$ cat src/rtl/piece_pkg.sv
// -----------------------------------------------------------------------------
// piece_pkg
// Shared definitions for the piece spawn-pattern lookup and its inverse
// decoder.
//   ROW_W_DEF  : default number of board columns per row
//   WIN_W      : width of the piece bounding window (columns)
//   piece_t    : 3-bit piece code
//   PIECE_WIN  : {win0, win1} pattern per piece code, MSB = leftmost column
//   dec_state_t: decoder FSM states
// -----------------------------------------------------------------------------
package piece_pkg;

   localparam int ROW_W_DEF = 10;
   localparam int WIN_W     = 4;

   typedef enum logic [2:0] {
      PIECE_T = 3'd0,
      PIECE_J = 3'd1,
      PIECE_L = 3'd2,
      PIECE_S = 3'd3,
      PIECE_Z = 3'd4,
      PIECE_O = 3'd5,
      PIECE_I = 3'd6,
      PIECE_X = 3'd7
   } piece_t;

   // Entry n is the {row0, row1} window of piece code n.
   localparam logic [0:7][2*WIN_W-1:0] PIECE_WIN = {
      8'b0100_1110,
      8'b0010_1110,
      8'b1000_1110,
      8'b0110_1100,
      8'b1100_0110,
      8'b1100_1100,
      8'b0000_1111,
      8'b1110_1110
   };

   typedef enum logic [1:0] {
      ST_IDLE   = 2'd0,
      ST_SCAN   = 2'd1,
      ST_RESULT = 2'd2
   } dec_state_t;

endpackage

$ cat src/rtl/piece_pattern_decoder_match.sv
// -----------------------------------------------------------------------------
// piece_window_match
// Combinational lookup of a 2x4 occupancy window against the piece table.
//   win0, win1 : upper / lower row window bits, MSB = leftmost column
//   overflow   : occupancy seen to the right of the window
//   block      : matching piece code (0 when no match)
//   match      : 1 when the window is a legal piece and overflow is clear
// -----------------------------------------------------------------------------
module piece_window_match
   import piece_pkg::*;
(
   input  logic [WIN_W-1:0] win0,
   input  logic [WIN_W-1:0] win1,
   input  logic             overflow,
   output piece_t           block,
   output logic             match
);

   always_comb begin
      block = PIECE_T;
      match = 1'b0;
      for (int i = 0; i < 8; i++) begin
         if (!overflow && ({win0, win1} == PIECE_WIN[i])) begin
            block = piece_t'(3'(i));
            match = 1'b1;
         end
      end
   end

endmodule

$ cat src/rtl/piece_pattern_decoder.sv
// -----------------------------------------------------------------------------
// piece_pattern_decoder
// Recovers piece code and column offset from a 2-row occupancy pattern.
// A pattern is captured on in_valid/in_ready, scanned one column per cycle
// (leftmost column first), and the result is held on out_valid/out_ready.
//   Clk, Reset_n : clock (rising edge), asynchronous active-low reset
//   in_valid     : row0/row1 carry a pattern
//   in_ready     : decoder idle, pattern will be accepted
//   row0, row1   : upper / lower row, column 0 at the MSB
//   out_valid    : result available
//   out_ready    : consumer takes the result
//   block        : decoded piece code (0 when match=0)
//   offset       : leftmost occupied column
//   match        : 1 when the pattern is a legal piece
//   err_count    : saturating count of consumed match=0 results
// Build option: define PIECE_DEC_ERRCNT_EN to instantiate the error counter;
// otherwise err_count is constant 0.
// -----------------------------------------------------------------------------
module piece_pattern_decoder
   import piece_pkg::*;
#(
   parameter int ROW_W = ROW_W_DEF,
   parameter int CNT_W = 8
)
(
   input  logic             Clk,
   input  logic             Reset_n,
   input  logic             in_valid,
   output logic             in_ready,
   input  logic [ROW_W-1:0] row0,
   input  logic [ROW_W-1:0] row1,
   output logic             out_valid,
   input  logic             out_ready,
   output logic [2:0]       block,
   output logic [3:0]       offset,
   output logic             match,
   output logic [CNT_W-1:0] err_count
);

   dec_state_t       state_q;
   logic [3:0]       col_q;
   logic             found_q;
   logic             ovf_q;
   piece_t           block_q;
   logic [3:0]       offset_q;
   logic             match_q;

   logic [ROW_W-1:0] row0_q;
   logic [ROW_W-1:0] row1_q;
   logic [3:0]       off_q;
   logic [WIN_W-1:0] win0_q;
   logic [WIN_W-1:0] win1_q;

   logic             b0;
   logic             b1;
   logic             bit_any;
   logic [3:0]       rel;
   logic             in_win;
   logic [1:0]       wpos;
   logic             scan_active;
   logic             scan_done;
   piece_t           m_block;
   logic             m_match;

   assign in_ready  = (state_q == ST_IDLE);
   assign out_valid = (state_q == ST_RESULT);
   assign block     = block_q;
   assign offset    = offset_q;
   assign match     = match_q;

   // Capture registers shift left, so the current column is always the MSB.
   assign b0      = row0_q[ROW_W-1];
   assign b1      = row1_q[ROW_W-1];
   assign bit_any = b0 | b1;

   // Position relative to the latched offset; window slot 3-rel == ~rel[1:0].
   assign rel    = col_q - off_q;
   assign in_win = (rel < 4'd4);
   assign wpos   = ~rel[1:0];

   assign scan_active = (state_q == ST_SCAN) && (col_q != 4'(ROW_W));
   assign scan_done   = (state_q == ST_SCAN) && (col_q == 4'(ROW_W));

   piece_window_match u_match (
      .win0     (win0_q),
      .win1     (win1_q),
      .overflow (ovf_q),
      .block    (m_block),
      .match    (m_match)
   );

   // --- control: FSM, column counter, flags, result registers ---
   always_ff @(posedge Clk or negedge Reset_n) begin
      if (!Reset_n) begin
         state_q  <= ST_IDLE;
         col_q    <= '0;
         found_q  <= 1'b0;
         ovf_q    <= 1'b0;
         block_q  <= PIECE_T;
         offset_q <= '0;
         match_q  <= 1'b0;
      end else begin
         case (state_q)
            ST_IDLE: begin
               if (in_valid) begin
                  state_q <= ST_SCAN;
                  col_q   <= '0;
                  found_q <= 1'b0;
                  ovf_q   <= 1'b0;
               end
            end
            ST_SCAN: begin
               if (scan_done) begin
                  // Window and overflow are final here; one extra cycle
                  // to register the lookup result.
                  block_q  <= m_block;
                  match_q  <= m_match;
                  offset_q <= off_q;
                  state_q  <= ST_RESULT;
               end else begin
                  col_q <= col_q + 4'd1;
                  if (bit_any) begin
                     if (!found_q) begin
                        found_q <= 1'b1;
                     end else if (!in_win) begin
                        ovf_q <= 1'b1;
                     end
                  end
               end
            end
            ST_RESULT: begin
               if (out_ready) begin
                  state_q <= ST_IDLE;
               end
            end
            default: state_q <= ST_IDLE;
         endcase
      end
   end

   // --- data: pattern capture and window assembly ---
   always_ff @(posedge Clk) begin
      if (in_valid && in_ready) begin
         row0_q <= row0;
         row1_q <= row1;
         off_q  <= '0;
         win0_q <= '0;
         win1_q <= '0;
      end else if (scan_active) begin
         row0_q <= row0_q << 1;
         row1_q <= row1_q << 1;
         if (!found_q && bit_any) begin
            off_q             <= col_q;
            win0_q[WIN_W-1]   <= b0;
            win1_q[WIN_W-1]   <= b1;
         end else if (found_q && in_win) begin
            win0_q[wpos] <= b0;
            win1_q[wpos] <= b1;
         end
      end
   end

`ifdef PIECE_DEC_ERRCNT_EN
   logic [CNT_W-1:0] err_q;

   // --- error counter: consumed match=0 results, saturating ---
   always_ff @(posedge Clk or negedge Reset_n) begin
      if (!Reset_n) begin
         err_q <= '0;
      end else if (out_valid && out_ready && !match_q && (err_q != '1)) begin
         err_q <= err_q + 1'b1;
      end
   end

   assign err_count = err_q;
`else
   assign err_count = '0;
`endif

endmodule

$ cat config.mk
export PLATFORM = sky130hd
export DESIGN_NAME = piece_pattern_decoder
export DESIGN_NICKNAME = d
export VERILOG_FILES = /design/src/rtl/piece_pkg.sv /design/src/rtl/piece_pattern_decoder_match.sv /design/src/rtl/piece_pattern_decoder.sv
export SDC_FILE = /design/constraint.sdc
export NUM_CORES = 1
export LEC_CHECK = 0
export BUFFER_PORTS_ARGS = -buffer_cell sky130_fd_sc_hd__buf_4
export CORE_MARGIN = 2
export CORE_UTILIZATION = 30
export DETAILED_ROUTE_END_ITERATION = 16
export PLACE_DENSITY = 0.49
export SYNTH_ARGS = -nofsm -noshare
export SYNTH_HDL_FRONTEND = slang
export SYNTH_HIERARCHICAL = 1
export SYNTH_SLANG_ARGS = --single-unit
$ cat constraint.sdc
create_clock -name Clk -period 2.4 [get_ports Clk]
set_clock_uncertainty 0.15 [all_clocks]
set_input_delay 0.6 -clock Clk [delete_from_list [all_inputs] [get_ports Clk]]
set_output_delay 0.6 -clock Clk [all_outputs]
set_load 0.05 [all_outputs]
==> results.toml, run 1 <==
[clocking]
cts_buffer_depth = 2
cts_made_buffers = 5
cts_tree = "built"
cts_setup_buffers = 0
insertion_delay_ns = 0.31
clkTransAtPathRegs_ns = 0.10
cts_sinks = 48
root_buffer = "clkbuf_8"
htreeDepth = 2

[drt]
wl_met1_um = 2370
drt_drc_violations_left = 0
drt_iter0_drc = 56
routed-via-count = 1782
wl_met2_um = 2230
highest_layer = "met4"
ant_nets = 0
wl_um = 4880
avgViaCountPerCell = 4.42
met3_length_um = 198
wire_per_inst_um = 12.1
firstDrtPassIters = 4

[yosys]
synth_most_common_cell = "nand2_1"
synthesis.area_um2 = 2470
synthTopCellsByCount = "nand2_1 (71), edfxtp_1 (20), dfrtp_1 (16)"
ys_types = 46
synthCells = 252
synth_edf_count = 20
postSynthAreaPerCell_um2 = 9.79
ys_ff_latch = 48
synth_top_area_frac = 0.244
ys_warn_count = 6
seq_area_frac_synth = 0.503
synth_area_leaders = "edfxtp_1 (24%), dfrtp_1 (16%), nand2_1 (11%), dfxtp_1 (9.7%), mux2i_1 (4.9%)"
async_flop_share = 0.333
yosysTopAreaCell = "edfxtp_1"
synthFlopType = "edfxtp_1"

[sta]
hold_slack_ns = 0.320
setup_ws_ns = 0.0227
timing.final.crit_share = 0.991
worstMarginPinSlew_ns = 0.523
finalMaxSlewViolations = 0
rsz0062_at_grt = "true"
fin_tns_setup_ns = 0
setup_viol = 0
layout_min_cycle_time_ns = 2.38
maxSlewHeadroom = 0.651
timing.fmax_mhz = 421
finalHoldViolations = 0

[place]
port_buffers = 33
dp_slack_ns = -0.0589
place_inst = 394
place_congestion = 0.686
placed_area_um2 = 2880
dp_hpwl_um = 3490

[critical_path]
cp_num_buf_inv = 2
slowest_stage = "dfrtp_1"
critical_path.top_delay_family = "compound AO/OA/AOI/OAI gates"
r2r_cells = 9
cp.required_ns = 2.46
path_max_fanout = 3
crit_arrival_ns = 2.44
path_common_cell = "inv_2"
cp_cell_sequence = "inv_2, ha_4, inv_2, fa_2, xor2_1, a211o_1, a2111oi_4, mux2i_1, nor2_1"
r2r-end = "win1_q[0]$_SDFFE_PP0P_"
r2r-start = "col_q[0]$_DFFE_PN0P_"
startpoint_type = "register"
crit_path_end_kind = "register"
max_stage_delay_ns = 0.40
crit_type = "register to register"
r2r_slack_ns = 0.02

[floorplanning]
die_x_um = 94.7
core_um2 = 8090
ioPinCount = 42
rows = 33
die_h_um = 94.7
dieArea_um2 = 8960
start_util = 0.305

[finish]
nets = 327
drive_above_1_share = 0.252
antenna_cells = 0
fin_util = 0.370
stdcell_count = 403
final_cell_area_um2 = 2990
area_delta_synth_final_pct = 21.4

[global_routing]
grt_max_degree = 29
grt_first_pass_wirelength_um = 8490
antenna_found_initial = 0
grt_remaining_overflow = 0
grt_pass1_vias = 1776
grt_util_all_layers = 0.120

[power_and_ir_drop]
power_density_nw_per_um2 = 1240
ir_worst_vdd_uv = 395
power_mw = 3.70
power_frac_clock = 0.133
p_leak_nw = 1.37
swShare = 0.401
switching_power_mw = 1.48
pwr-share-comb = 0.456
sequentialPowerShare = 0.411
p_int_mw = 2.22

[hold_path]
hp-start = "win1_q[2]$_SDFFE_PP0P_"
hold_class = "register to register"
min_to = "win1_q[2]$_SDFFE_PP0P_"
hold_path_depth = 2

[flow_run]
cap_violations = 0

[status]
status = "complete, no violations"
## sequential cells by signal (all words and copies together), names as in the netlist
register  count
block         3
col_q         4
found_q       1
match         1
off_q         4
offset        4
ovf_q         1
row0_q       10
row1_q       10
state_q       2
win0_q        4
win1_q        4
## power by group through the flow
| stage | clock network [mW] | logic [mW] | registers (mW) |
|---|---|---|---|
| CTS | 0.505 | 1.69 | 1.52 |
| floorplan | 0 | 1.17 | 1.61 |
| detailed placement | 0 | 1.66 | 1.54 |
| global placement | 0 | 1.64 | 1.53 |
| global route | 0.538 | 1.90 | 1.57 |
| finish | 0.494 | 1.69 | 1.52 |
## per-layer routing
layer  up-vias  GRT usage
li1        928          -
met1       818      0.162
met2        28      0.190
met3         8     0.0303
met4         0     0.0374
met5         -          0
## cells in the final DEF (no fill, tap or decap), drive strengths merged, types with 2 or more instances in the layout
| master | n |
|---|---|
| nand4 | 2 |
| dfxtp | 12 |
| nor3b | 3 |
| clkinv | 2 |
| nand4bb | 2 |
| conb | 8 |
| dfrtp | 16 |
| mux2i | 12 |
| and3 | 3 |
| mux2 | 8 |
| nand2 | 72 |
| xor2 | 3 |
| nor3 | 4 |
| xnor2 | 3 |
| o21ai | 6 |
| ha | 5 |
| nor2b | 5 |
| nor2 | 15 |
| nand3 | 5 |
| a21oi | 10 |
| a211oi | 2 |
| edfxtp | 20 |
| buf | 47 |
| inv | 11 |
| nand3b | 3 |
| clkbuf | 5 |
## tightest hold or removal path: stages (launching register included)
cell and delay [ns]:
dfxtp_1 0.32, nand2_1 0.05, mux2i_1 0.06
## kinds of logic (layout without fill, tap and decap cells)
| family | count (synthesis) | after routing | synth area share |
|---|---|---|---|
| AND/OR/NAND/NOR | 119 | 119 | 0.229 |
| AO/OA/AOI/OAI | 25 | 25 | 0.0710 |
| adder cells (fa/ha/maj) | 6 | 6 | 0.0335 |
| other | 1 | 8 | 0.00152 |
| XOR/XNOR | 6 | 6 | 0.0213 |
| multiplexers | 20 | 20 | 0.0852 |
| flip-flops | 48 | 48 | 0.503 |
| buffers and inverters | 27 | 66 | 0.0553 |
## worst max path at each step
stage                         startpoint                endpoint  slack [ns]  depth (start not counted)
floorplan           col_q[0]$_DFFE_PN0P_  win0_q[0]$_SDFFE_PP0P_       0.001                          9
global placement    col_q[0]$_DFFE_PN0P_  win0_q[0]$_SDFFE_PP0P_        0.03                          9
detailed placement  col_q[0]$_DFFE_PN0P_  win1_q[0]$_SDFFE_PP0P_       -0.06                          9
CTS                 col_q[0]$_DFFE_PN0P_  win1_q[0]$_SDFFE_PP0P_       0.003                          9
global route        col_q[0]$_DFFE_PN0P_  win0_q[0]$_SDFFE_PP0P_       -0.10                          9
finish              col_q[0]$_DFFE_PN0P_  win1_q[0]$_SDFFE_PP0P_        0.02                          9
## cell type report
class                   instances  area [µm²]
multi-input cells             184        1130
well taps                     105         131
inverters                      10        37.5
flip-flops and latches         48        1240
clock buffers                   5        68.8
fillers                       854        5100
clock inverters                 3        17.5
repair buffers                 48         363
## what timing repair did
item,4_1_cts,5_1_grt
pin swaps,0,2
endpoints found under the setup margin,4,6
gates resized for setup,4,2
hold endpoints to repair,0,6
hold buffers,0,1
No activity file was read; power rests on OpenSTA's default activity.
==> inputs of run 2 (changes only) <==
--- a/config.mk
+++ b/config.mk
@@ -6,10 +6,12 @@
 export NUM_CORES = 1
 export LEC_CHECK = 0
 export BUFFER_PORTS_ARGS = -buffer_cell sky130_fd_sc_hd__buf_4
+export CELL_PAD_IN_SITES_DETAIL_PLACEMENT = 1
+export CELL_PAD_IN_SITES_GLOBAL_PLACEMENT = 2
 export CORE_MARGIN = 2
 export CORE_UTILIZATION = 30
 export DETAILED_ROUTE_END_ITERATION = 16
-export PLACE_DENSITY = 0.49
+export PLACE_DENSITY = 0.71
 export SYNTH_ARGS = -nofsm -noshare
 export SYNTH_HDL_FRONTEND = slang
 export SYNTH_HIERARCHICAL = 1
==> run 2 against run 1 <==
The flow now finishes with violations (negative setup slack). Combinational power is 8% higher. Via count increased by 4.2%. Final cell count is 0.50% higher. Sequential power hardly changed. Clock power grew 23%. Worst setup slack worse by 0.045 ns. Global-route usage is 1.0 points higher. Critical path depth stayed put. Wire length rose by 13%. Critical endpoint is now win0_q[0]$_SDFFE_PP0P_.
==> results.toml, run 2 (synthesis results as in run 1) <==
[status]
status = "complete, but fails checks"
violations = "negative setup slack"

[place]
placed_area_um2 = 2860
port_buffers = 33
dp_slack_ns = -0.0936
dp_hpwl_um = 3970
place_inst = 392
place_congestion = 0.769

[critical_path]
path_max_fanout = 3
r2r_cells = 9
crit_arrival_ns = 2.48
crit_path_end_kind = "register"
r2r-start = "col_q[0]$_DFFE_PN0P_"
slowest_stage = "dfrtp_1"
path_common_cell = "inv_2"
crit_type = "register to register"
cp_num_buf_inv = 2
cp_cell_sequence = "inv_2, ha_4, inv_2, fa_2, xor2_1, a211o_1, a2111oi_4, mux2i_1, nor2_1"
startpoint_type = "register"
r2r_slack_ns = -0.02
r2r-end = "win0_q[0]$_SDFFE_PP0P_"
critical_path.top_delay_family = "compound AO/OA/AOI/OAI gates"
cp.required_ns = 2.45
max_stage_delay_ns = 0.41

[power_and_ir_drop]
p_leak_nw = 1.40
power_mw = 3.98
power_density_nw_per_um2 = 1300
ir_worst_vdd_uv = 324

[drt]
wire_per_inst_um = 13.6
drt_iter0_drc = 27
firstDrtPassIters = 4
ant_nets = 0
avgViaCountPerCell = 4.59
wl_um = 5490
drt_drc_violations_left = 0
routed-via-count = 1857

[sta]
setup_ws_ns = -0.0218
layout_min_cycle_time_ns = 2.42
rsz0062_at_grt = "true"
finalMaxSlewViolations = 0
timing.final.crit_share = 1.01
hold_slack_ns = 0.328
finalHoldViolations = 0
setup_viol = 2
fin_tns_setup_ns = -0.0334
timing.fmax_mhz = 413

[finish]
area_delta_synth_final_pct = 24.5
final_common_cell = "nand2_1"
final_cell_area_um2 = 3070
seq_area_um2 = 1240
nets = 329
reg.largest.list = "row0_q x10, row1_q x10"
layout_common_cells = "nand2_1 (70), buf_4 (49), edfxtp_1 (20)"
fillers = 947
stdcell_count = 405
multi_input_area_um2 = 1160
fin_util = 0.379
drive_above_1_share = 0.270
antenna_cells = 0

[global_routing]
grt_util_all_layers = 0.130
grt_pass1_vias = 1940
grt_first_pass_wirelength_um = 9150
grt_remaining_overflow = 0
antenna_found_initial = 0
grt_max_degree = 29

[clocking]
root_buffer = "clkbuf_8"
cts_tree = "built"
cts_made_buffers = 5
htreeDepth = 2
clkTransAtPathRegs_ns = 0.09
insertion_delay_ns = 0.30
cts_buffer_depth = 2
cts_sinks = 48

[hold_path]
hp-start = "win1_q[2]$_SDFFE_PP0P_"
min_to = "win1_q[2]$_SDFFE_PP0P_"
hold_path_depth = 2
hold_class = "register to register"

[floorplanning]
core_um2 = 8090
rows = 33
ioPinCount = 42
die_x_um = 94.7
start_util = 0.305
dieArea_um2 = 8960
die_h_um = 94.7

[flow_run]
cap_violations = 0
## run 2: per-layer routing
metal	wire length [µm]	vias to the layer above	track usage
met4	95	0	0.0483
met1	2580	892	0.168
li1	-	923	-
met3	180	8	0.0223
met2	2640	34	0.218
met5	0	-	0
## run 2: worst max path at each step
stage                    startpoint                     end  slack, ns  cells after the start
4_1_cts        col_q[0]$_DFFE_PN0P_  win1_q[0]$_SDFFE_PP0P_       0.01                      9
3_3_place_gp   col_q[0]$_DFFE_PN0P_  win1_q[0]$_SDFFE_PP0P_       0.03                      9
6_report       col_q[0]$_DFFE_PN0P_  win0_q[0]$_SDFFE_PP0P_      -0.02                      9
5_1_grt        col_q[0]$_DFFE_PN0P_  win1_q[0]$_SDFFE_PP0P_      -0.11                      9
3_5_place_dp   col_q[0]$_DFFE_PN0P_  win0_q[1]$_SDFFE_PP0P_      -0.09                     10
2_1_floorplan  col_q[0]$_DFFE_PN0P_  win0_q[0]$_SDFFE_PP0P_      0.001                      9
## run 2: layout make-up
cell class,count,area share
repair buffers,50,0.123
flip-flops and latches,48,0.404
well taps,105,0.0428
multi-input cells,184,0.377
inverters,10,0.0122
clock buffers,8,0.0400
## run 2: worst min-delay path, stage by stage, from the launching register on
cell and delay, ns:
dfxtp_1 0.33, nand2_1 0.05, mux2i_1 0.06
## run 2: timing repair
item,in CTS,in global routing
buffers inserted,3,1
gates resized for setup,6,5
hold endpoints to repair,8,0
pin swaps,3,3
hold buffers,1,0
setup endpoints to repair,6,9
## run 2: power by group
part           internal (mW)  leakage, nW  switching (mW)  total, mW
logic                  0.791        0.831            1.04       1.83
clock network          0.333       0.0618           0.277      0.610
registers               1.28        0.506           0.252       1.53
total                   2.40         1.40            1.57       3.98
==> inputs of run 3 (changes only) <==
--- a/config.mk
+++ b/config.mk
@@ -11,7 +11,7 @@
 export CORE_MARGIN = 2
 export CORE_UTILIZATION = 30
 export DETAILED_ROUTE_END_ITERATION = 16
-export PLACE_DENSITY = 0.71
+export PLACE_DENSITY = 0.77
 export SYNTH_ARGS = -nofsm -noshare
 export SYNTH_HDL_FRONTEND = slang
 export SYNTH_HIERARCHICAL = 1
==> run 3 against run 2 <==
The run now ends clean. Core utilization decreased by 0.77 points. Design area decreased by 2.0%. Global-route usage about the same. Fmax increased by 3.5%. First-iteration DRC count increased by 11%. Register-to-register slack improved by 0.08 ns. Critical path depth unchanged. Power decreased by 5.6%. Wire length decreased by 4.3%. Critical path type unchanged. Critical endpoint unchanged. Largest cell class unchanged.
==> results.toml, run 3 (synthesis results as in run 1) <==
[floorplanning]
dieArea_um2 = 8960
die_x_um = 94.7
rows = 33
die_h_um = 94.7
ioPinCount = 42
start_util = 0.305
core_um2 = 8090

[finish]
seq_area_um2 = 1240
fillers = 965
nets = 329
antenna_cells = 0
reg.largest.list = "row0_q x10, row1_q x10"
drive_above_1_share = 0.257
multi_input_area_um2 = 1130
area_delta_synth_final_pct = 21.9
layout_common_cells = "nand2_1 (71), buf_4 (49), edfxtp_1 (20)"
final_common_cell = "nand2_1"

[sta]
rsz0062_at_grt = "true"
finalMaxSlewViolations = 0
layout_min_cycle_time_ns = 2.34
setup_viol = 0
finalHoldViolations = 0
hold_slack_ns = 0.325
timing.fmax_mhz = 427
timing.final.crit_share = 0.975
setup_ws_ns = 0.0598
fin_tns_setup_ns = 0

[drt]
firstDrtPassIters = 4
wl_met1_um = 2520
routed-via-count = 1906
drt_drc_violations_left = 0
wl_met2_um = 2530
ant_nets = 0
wire_per_inst_um = 13.0
avgViaCountPerCell = 4.71
drt_iter0_drc = 30
highest_layer = "met4"
met3_length_um = 166
wl_um = 5260

[power_and_ir_drop]
swShare = 0.403
sequentialPowerShare = 0.408
switching_power_mw = 1.51
pwr-share-comb = 0.463
ir_worst_vdd_uv = 399
power_density_nw_per_um2 = 1250
p_leak_nw = 1.38
power_frac_clock = 0.129
power_mw = 3.75
p_int_mw = 2.24

[hold_path]
hold_path_depth = 2
min_to = "win1_q[2]$_SDFFE_PP0P_"
hold_class = "register to register"
hp-start = "win1_q[2]$_SDFFE_PP0P_"

[global_routing]
grt_max_degree = 29
grt_remaining_overflow = 0
grt_pass1_vias = 1909
grt_first_pass_wirelength_um = 9200
antenna_found_initial = 0
grt_util_all_layers = 0.131

[clocking]
cts_buffer_depth = 2
cts_tree = "built"
clkTransAtPathRegs_ns = 0.09
cts_made_buffers = 5
htreeDepth = 2
insertion_delay_ns = 0.31
cts_sinks = 48
root_buffer = "clkbuf_8"

[place]
place_congestion = 0.743
dp_hpwl_um = 3890
dp_slack_ns = -0.0735
port_buffers = 33

[critical_path]
crit_path_end_kind = "register"
cp.required_ns = 2.45
r2r-end = "win0_q[0]$_SDFFE_PP0P_"
path_max_fanout = 3
crit_type = "register to register"
startpoint_type = "register"
crit_arrival_ns = 2.39
r2r_slack_ns = 0.06
r2r_cells = 9
r2r-start = "col_q[0]$_DFFE_PN0P_"

[status]
status = "complete, no violations"

[flow_run]
cap_violations = 0
run 3: per-stage QoR:
stage	cells	area, µm²	utilization
2_1_floorplan	259	2490	-
3_3_place_gp	393	2870	0.355
3_5_place_dp	393	2870	0.355
4_1_cts	404	2990	0.370
5_1_grt	405	3010	0.372
6_report	405	3010	0.372
run 3: worst max-delay path by stage:
stage	startpoint	to	slack [ns]	cells after the start
2_1_floorplan	col_q[0]$_DFFE_PN0P_	win0_q[0]$_SDFFE_PP0P_	0.001	9
4_1_cts	col_q[0]$_DFFE_PN0P_	win0_q[0]$_SDFFE_PP0P_	-0.08	9
5_1_grt	col_q[0]$_DFFE_PN0P_	win1_q[1]$_SDFFE_PP0P_	-0.07	10
3_5_place_dp	col_q[0]$_DFFE_PN0P_	win0_q[0]$_SDFFE_PP0P_	-0.07	9
3_3_place_gp	col_q[0]$_DFFE_PN0P_	win1_q[0]$_SDFFE_PP0P_	0.03	9
6_report	col_q[0]$_DFFE_PN0P_	win0_q[0]$_SDFFE_PP0P_	0.06	9
run 3: layer usage:
metal / track usage / vias up
li1: - / 928
met3: 0.0263 / 4
met1: 0.181 / 946
met2: 0.207 / 28
met5: 0 / -
met4: 0.0362 / 0
run 3: area by class of cell:
class                      count  area share
sequential                    48       0.413
multi-input combinational    184       0.377
timing repair buffer          50       0.126
tap                          105      0.0437
clock buffer                   6      0.0241
inverter                      10      0.0125
clock inverter                 2     0.00375
run 3: power groups by stage:
| stage | clock network, mW | logic [mW] | registers [mW] |
|---|---|---|---|
| floorplan | 0 | 1.17 | 1.61 |
| global placement | 0 | 1.62 | 1.53 |
| detailed placement | 0 | 1.67 | 1.54 |
| CTS | 0.503 | 1.75 | 1.53 |
| global route | 0.540 | 1.96 | 1.58 |
| finish | 0.486 | 1.74 | 1.53 |
run 3: worst max-delay path, stage by stage, from the launching register on:
cell and delay, ns:
dfrtp_1 0.40, inv_2 0.08, ha_4 0.13, inv_2 0.03, fa_2 0.35, xor2_1 0.15
a211o_1 0.29, a2111oi_4 0.37, mux2i_1 0.25, nor2_1 0.05
run 3: what timing repair did:
action | 4_1_cts | 5_1_grt
pin swaps | 5 | 5
gates resized for setup | 5 | 1
hold endpoints to repair | 9 | 0
setup endpoints to repair | 4 | 7
hold buffers | 1 | 0
setup buffers | 2 | 1
